### config.mk
export PLATFORM = sky130hd
export DESIGN_NAME = rdata_return
export DESIGN_NICKNAME = d
export VERILOG_FILES = /design/src/rtl/rdata_return.sv
export SDC_FILE = /design/constraint.sdc
export NUM_CORES = 1
export LEC_CHECK = 0
export ABC_CLOCK_PERIOD_IN_PS = 5000
export CAP_MARGIN = 20
export CORE_AREA = 2 2 166 168
export CTS_CLUSTER_DIAMETER = 150
export DETAILED_ROUTE_END_ITERATION = 8
export DIE_AREA = 0 0 168 170
export GPL_TIMING_DRIVEN = 0
export PLACE_DENSITY = 0.43
export SYNTH_ARGS = -nofsm -noshare
export SYNTH_HDL_FRONTEND = slang
export SYNTH_SLANG_ARGS = --single-unit
### constraint.sdc
create_clock -name pll_clock -period 5 [get_ports pll_clock]
set_input_delay 1 -clock pll_clock [delete_from_list [all_inputs] [get_ports pll_clock]]
set_output_delay 1 -clock pll_clock [all_outputs]
set_load 0.01 [all_outputs]
### src/rtl/rdata_return.sv
// Read-return path: registered memory read port, credit-bounded response FIFO, RDATA_PARITY_EN adds rdata_par.
// Latency: accept in T -> mem_rd in T+1 -> push in T+1+MEM_LATENCY -> rdata_valid in T+2+MEM_LATENCY.
// Backpressure: rdata_ready=0 holds the head; credits saturate at FIFO_DEPTH and raise rd_wait.
module rdata_return #(
   parameter int ADDR_WIDTH  = 11,
   parameter int DATA_WIDTH  = 32,
   parameter int MEM_LATENCY = 2,
   parameter int FIFO_DEPTH  = 4
) (
   input  logic                  pll_clock,
   input  logic                  reset,
   input  logic                  rd_in,
   input  logic [ADDR_WIDTH-1:0] addr_in,
   output logic                  rd_wait,
   output logic [ADDR_WIDTH-1:0] mem_addr,
   output logic                  mem_rd,
   input  logic [DATA_WIDTH-1:0] mem_rdata,
   output logic [DATA_WIDTH-1:0] rdata_out,
   output logic                  rdata_valid,
   input  logic                  rdata_ready
`ifdef RDATA_PARITY_EN
   ,
   output logic                  rdata_par
`endif
);

   localparam int PW = $clog2(FIFO_DEPTH);
   localparam int CW = $clog2(FIFO_DEPTH + 1);
   localparam logic [CW-1:0] FULL_CNT = CW'(FIFO_DEPTH);

   logic                   acc;
   logic                   push;
   logic                   pop;
   logic [CW-1:0]          credits_q, credits_d;
   logic [CW-1:0]          count_q, count_d;
   logic [PW-1:0]          wr_ptr_q, rd_ptr_q;
   logic [MEM_LATENCY-1:0] vld_sr_q, vld_sr_d;
   logic [ADDR_WIDTH-1:0]  mem_addr_q;
   logic                   mem_rd_q;
   logic [DATA_WIDTH-1:0]  fifo_q [FIFO_DEPTH];

   // Credits count reads accepted but not yet popped, so pushes can never exceed FIFO space.
   assign rd_wait     = (credits_q == FULL_CNT);
   assign acc         = rd_in & ~rd_wait;
   assign push        = vld_sr_q[MEM_LATENCY-1];
   assign rdata_valid = (count_q != '0);
   assign pop         = rdata_valid & rdata_ready;
   assign rdata_out   = fifo_q[rd_ptr_q];
   assign mem_addr    = mem_addr_q;
   assign mem_rd      = mem_rd_q;

   always_comb begin
      credits_d = credits_q;
      case ({acc, pop})
         2'b10:   credits_d = credits_q + CW'(1);
         2'b01:   credits_d = credits_q - CW'(1);
         default: credits_d = credits_q;
      endcase
   end

   always_comb begin
      count_d = count_q;
      case ({push, pop})
         2'b10:   count_d = count_q + CW'(1);
         2'b01:   count_d = count_q - CW'(1);
         default: count_d = count_q;
      endcase
   end

   // Shift register mirrors the memory pipeline; its last stage marks valid mem_rdata.
   always_comb begin
      vld_sr_d    = vld_sr_q;
      vld_sr_d[0] = mem_rd_q;
      for (int i = 1; i < MEM_LATENCY; i++) begin
         vld_sr_d[i] = vld_sr_q[i-1];
      end
   end

   always_ff @(posedge pll_clock) begin
      if (reset) begin
         mem_rd_q   <= 1'b0;
         mem_addr_q <= '0;
         credits_q  <= '0;
         count_q    <= '0;
         wr_ptr_q   <= '0;
         rd_ptr_q   <= '0;
         vld_sr_q   <= '0;
         for (int i = 0; i < FIFO_DEPTH; i++) begin
            fifo_q[i] <= '0;
         end
      end else begin
         mem_rd_q  <= acc;
         if (acc) begin
            mem_addr_q <= addr_in;
         end
         credits_q <= credits_d;
         count_q   <= count_d;
         vld_sr_q  <= vld_sr_d;
         if (push) begin
            fifo_q[wr_ptr_q] <= mem_rdata;
            wr_ptr_q         <= wr_ptr_q + PW'(1);
         end
         if (pop) begin
            rd_ptr_q <= rd_ptr_q + PW'(1);
         end
      end
   end

`ifdef RDATA_PARITY_EN
   logic par_q [FIFO_DEPTH];

   assign rdata_par = par_q[rd_ptr_q];

   always_ff @(posedge pll_clock) begin
      if (reset) begin
         for (int i = 0; i < FIFO_DEPTH; i++) begin
            par_q[i] <= 1'b0;
         end
      end else if (push) begin
         par_q[wr_ptr_q] <= ^mem_rdata;
      end
   end
`endif

endmodule

==> impl_metrics.json <==
{
  "grt_most_used_layer": "met2",
  "rsz0062_at_grt": "false",
  "gp_congestion": 0.683,
  "dr.first_iter.drc_count": 182,
  "placed_area_sq_um": 8020,
  "worst_slew_pin_slew_ns": 0.923,
  "worst_clock_skew_ns": 0.00876,
  "port_buffers": 92,
  "drv_slew": 0,
  "r2r-start": "wr_ptr_q[1]$_SDFFE_PP0P_",
  "pin_count": 93,
  "cts_setup_buffers": 0,
  "fp.dieH_um": 170,
  "fill_cells": 2631,
  "layout.nets": 622,
  "seq_area_frac_synth": 0.658,
  "core-area_sq_um": 26700,
  "firstDrtPassIters": 4,
  "insertedDiodeCount": 0,
  "num_rows": 60,
  "wl_mm": 15.8,
  "die_w_um": 168,
  "arrival_ns": 2.42,
  "drive_gt1_frac": 0.156,
  "antenna_found_initial": 1,
  "r2r_slack_ns": 2.63,
  "finalSetupViolations": 0,
  "drt-vias-per-instance": 4.17,
  "cp_data_required_time_ns": 4.00,
  "min_path_type": "register to register",
  "clkLatencyLatePin_ns": 0.41,
  "status": "complete, no violations",
  "cts_resized": 0,
  "crit_chain": "buf_1, mux4_2, clkdlybuf4s50_1",
  "max_clock_freq_ghz": 0.292,
  "path_max_fanout": 10,
  "fin_setup_tns_ns": 0,
  "critPathSlowestCell": "buf_1",
  "htree_levels": 4,
  "grt_use_met1": 0.138,
  "cts_buffer_depth": 2,
  "cp.depth": 3,
  "start_kind": "register",
  "synth_cell_types": 33,
  "vias": 3856,
  "antenna_left": 0,
  "syn-num-nets": 508,
  "power_density_nw_per_um2": 377,
  "cts_tree": "done",
  "worst-path-buf-inv": 2,
  "dp_hpwl_mm": 10.2,
  "synth_cells": 457,
  "cp_slowest_stage_delay_ns": 0.60,
  "postLayoutCellArea_sq_um": 8660,
  "min_period_ns": 3.42,
  "worst_r2r_endpoint": "fifo_q[2][18]$_SDFFCE_PN0P_",
  "holdBufCountCts": 0,
  "synth.avg_cell_area_sq_um": 14.5,
  "grt_pass1_wl_mm": 23.9,
  "end_kind": "output port",
  "endpoint": "rdata_out[0]",
  "grt_max_degree": 33,
  "ys_seq_elements": 154,
  "grtUsageMet3": 0.0335,
  "worstSetupPathType": "register to output port",
  "drv_cap": 0,
  "fin_ws_ns": 1.58,
  "syn-cell-area_sq_um": 6630,
  "reg2reg_depth": 3,
  "cts_buffers": 17,
  "max-slew-margin-rel": 0.384,
  "start_util": 0.249,
  "grt_pass1_vias": 4176,
  "timing.final.crit_share": 0.684,
  "wl_per_cell_um": 17.1,
  "ir_drop_v": 0.000210,
  "drc_errors": 0,
  "pre_cts_ws_ns": 1.58,
  "met2_usage": 0.204,
  "hold_viol": 0,
  "root_buffer": "clkbuf_16",
  "ys.warnings.count": 0,
  "power_leakage_nw": 3.22,
  "grt_usage": 0.115,
  "clk_pin_slew_ns": 0.06,
  "cts_sinks": 154,
  "cpLargestDelayFamily": "buffers and inverters",
  "area_delta_synth_final_pct": 30.7,
  "overflow": 0,
  "dieArea_sq_um": 28600
}
per-layer routing:
metal / vias up / wire (um)
met5: - / 11
met4: 2 / 110
met3: 6 / 869
met2: 104 / 8020
met1: 1898 / 6820
li1: 1846 / -
worst reg2reg max path, cell delays in order (launching register included):
cell      delay, ns
dfxtp_1        0.48
nor2b_1        0.21
clkbuf_1       0.45
a21o_2         0.84
per-stage QoR:
step | power [mW] | instances | hold WS (ns) | util
after floorplan | 1.73 | 457 | 0.414 | -
after global placement | 1.93 | 890 | 0.426 | 0.299
after detailed placement | 1.95 | 892 | 0.433 | 0.301
after CTS | 3.31 | 924 | 0.453 | 0.324
after global routing | 3.39 | 925 | 0.468 | 0.325
final | 3.26 | 925 | 0.444 | 0.325
worst min path at each step:
stage,startpoint,end,slack (ns),cells after the start
2_1_floorplan,vld_sr_q[0]$_SDFF_PP0_,vld_sr_q[1]$_SDFF_PP0_,0.41,1
3_3_place_gp,vld_sr_q[0]$_SDFF_PP0_,vld_sr_q[1]$_SDFF_PP0_,0.43,1
3_5_place_dp,vld_sr_q[0]$_SDFF_PP0_,vld_sr_q[1]$_SDFF_PP0_,0.43,1
4_1_cts,vld_sr_q[0]$_SDFF_PP0_,vld_sr_q[1]$_SDFF_PP0_,0.45,1
5_1_grt,vld_sr_q[0]$_SDFF_PP0_,vld_sr_q[1]$_SDFF_PP0_,0.47,1
6_report,vld_sr_q[0]$_SDFF_PP0_,vld_sr_q[1]$_SDFF_PP0_,0.44,1
flip-flops by register name (all words and copies together) (netlist names), named ones only:
name,count
fifo_q,128
mem_addr,11
count_q,3
credits_q,3
rd_ptr_q,2
vld_sr_q,2
wr_ptr_q,2
mem_rd,1
final cells by class:
type                            instances  area, sq um  share of cell area
Inverter                               30          115              0.0133
Multi-Input combinational cell        244         1980               0.228
Clock buffer                           17          425              0.0491
Buffer                                 29          175              0.0202
Timing Repair Buffer                   95          981               0.113
Clock inverter                         15          198              0.0228
Sequential cell                       154         4360               0.504
Tap cell                              341          427              0.0493
Yosys cell counts:
| library cell | number | share of area |
|---|---|---|
| fa_1 | 2 | 0.0060 |
| or2_1 | 1 | 0.00094 |
| buf_6 | 7 | 0.012 |
| xnor2_1 | 2 | 0.0026 |
| buf_1 | 3 | 0.0017 |
| a21oi_1 | 5 | 0.0038 |
| nor2b_1 | 4 | 0.0038 |
| dfxtp_1 | 26 | 0.079 |
| mux4_2 | 32 | 0.11 |
| and3_1 | 20 | 0.019 |
| nor3b_2 | 1 | 0.0019 |
| o31a_1 | 1 | 0.0013 |
| nor4_4 | 1 | 0.0032 |
| buf_4 | 1 | 0.0011 |
| and2_1 | 42 | 0.040 |
| inv_4 | 1 | 0.00094 |
| nor2b_2 | 2 | 0.0026 |
| mux2i_1 | 11 | 0.017 |
| xor2_1 | 5 | 0.0066 |
| nor2_1 | 55 | 0.031 |
| clkbuf_1 | 10 | 0.0057 |
| o311ai_0 | 1 | 0.0013 |
| ha_1 | 2 | 0.0038 |
| edfxtp_1 | 128 | 0.58 |
| inv_1 | 28 | 0.016 |
| a31o_2 | 1 | 0.0013 |
| nand2_1 | 25 | 0.014 |
| a21o_2 | 1 | 0.0013 |
| inv_2 | 1 | 0.00057 |
| o21ai_0 | 2 | 0.0015 |
| nand2b_1 | 25 | 0.024 |
| buf_2 | 8 | 0.0060 |
| or3_1 | 3 | 0.0028 |
cells in the final DEF, fill, tap and decap left out, types with 2 or more instances in the layout:
cell / n
nor2_1: 55
clkinvlp_4: 4
mux4_2: 32
mux2i_1: 11
nand2b_1: 24
bufinv_16: 4
buf_2: 8
ha_1: 2
clkinv_1: 2
nor2b_1: 4
fa_1: 2
a21oi_1: 5
buf_12: 3
and3_1: 20
and2_1: 42
inv_6: 2
clkdlybuf4s50_1: 92
clkbuf_1: 10
nand2_1: 25
buf_1: 3
dfxtp_1: 26
xnor2_1: 2
o21ai_0: 2
inv_1: 28
edfxtp_1: 128
nor2b_2: 2
xor2_1: 5
clkinv_4: 2
or3_1: 3
clkbuf_16: 17
buf_6: 7
power by group:
part	switching (mW)	total (mW)	internal, mW
logic	0.197	0.432	0.235
registers	0.0250	1.47	1.45
clock network	0.521	1.36	0.835
cell families after synthesis:
logic type,synth area share
and+or+nand+nor,0.143
DFF,0.658
buffers and inverters,0.0438
muxes,0.125
AOI/OAI and AO/OA,0.0106
xor gates and xnor gates,0.00925
adders and majority gates,0.00982
Note: power is estimated with default switching activity, not from simulation.
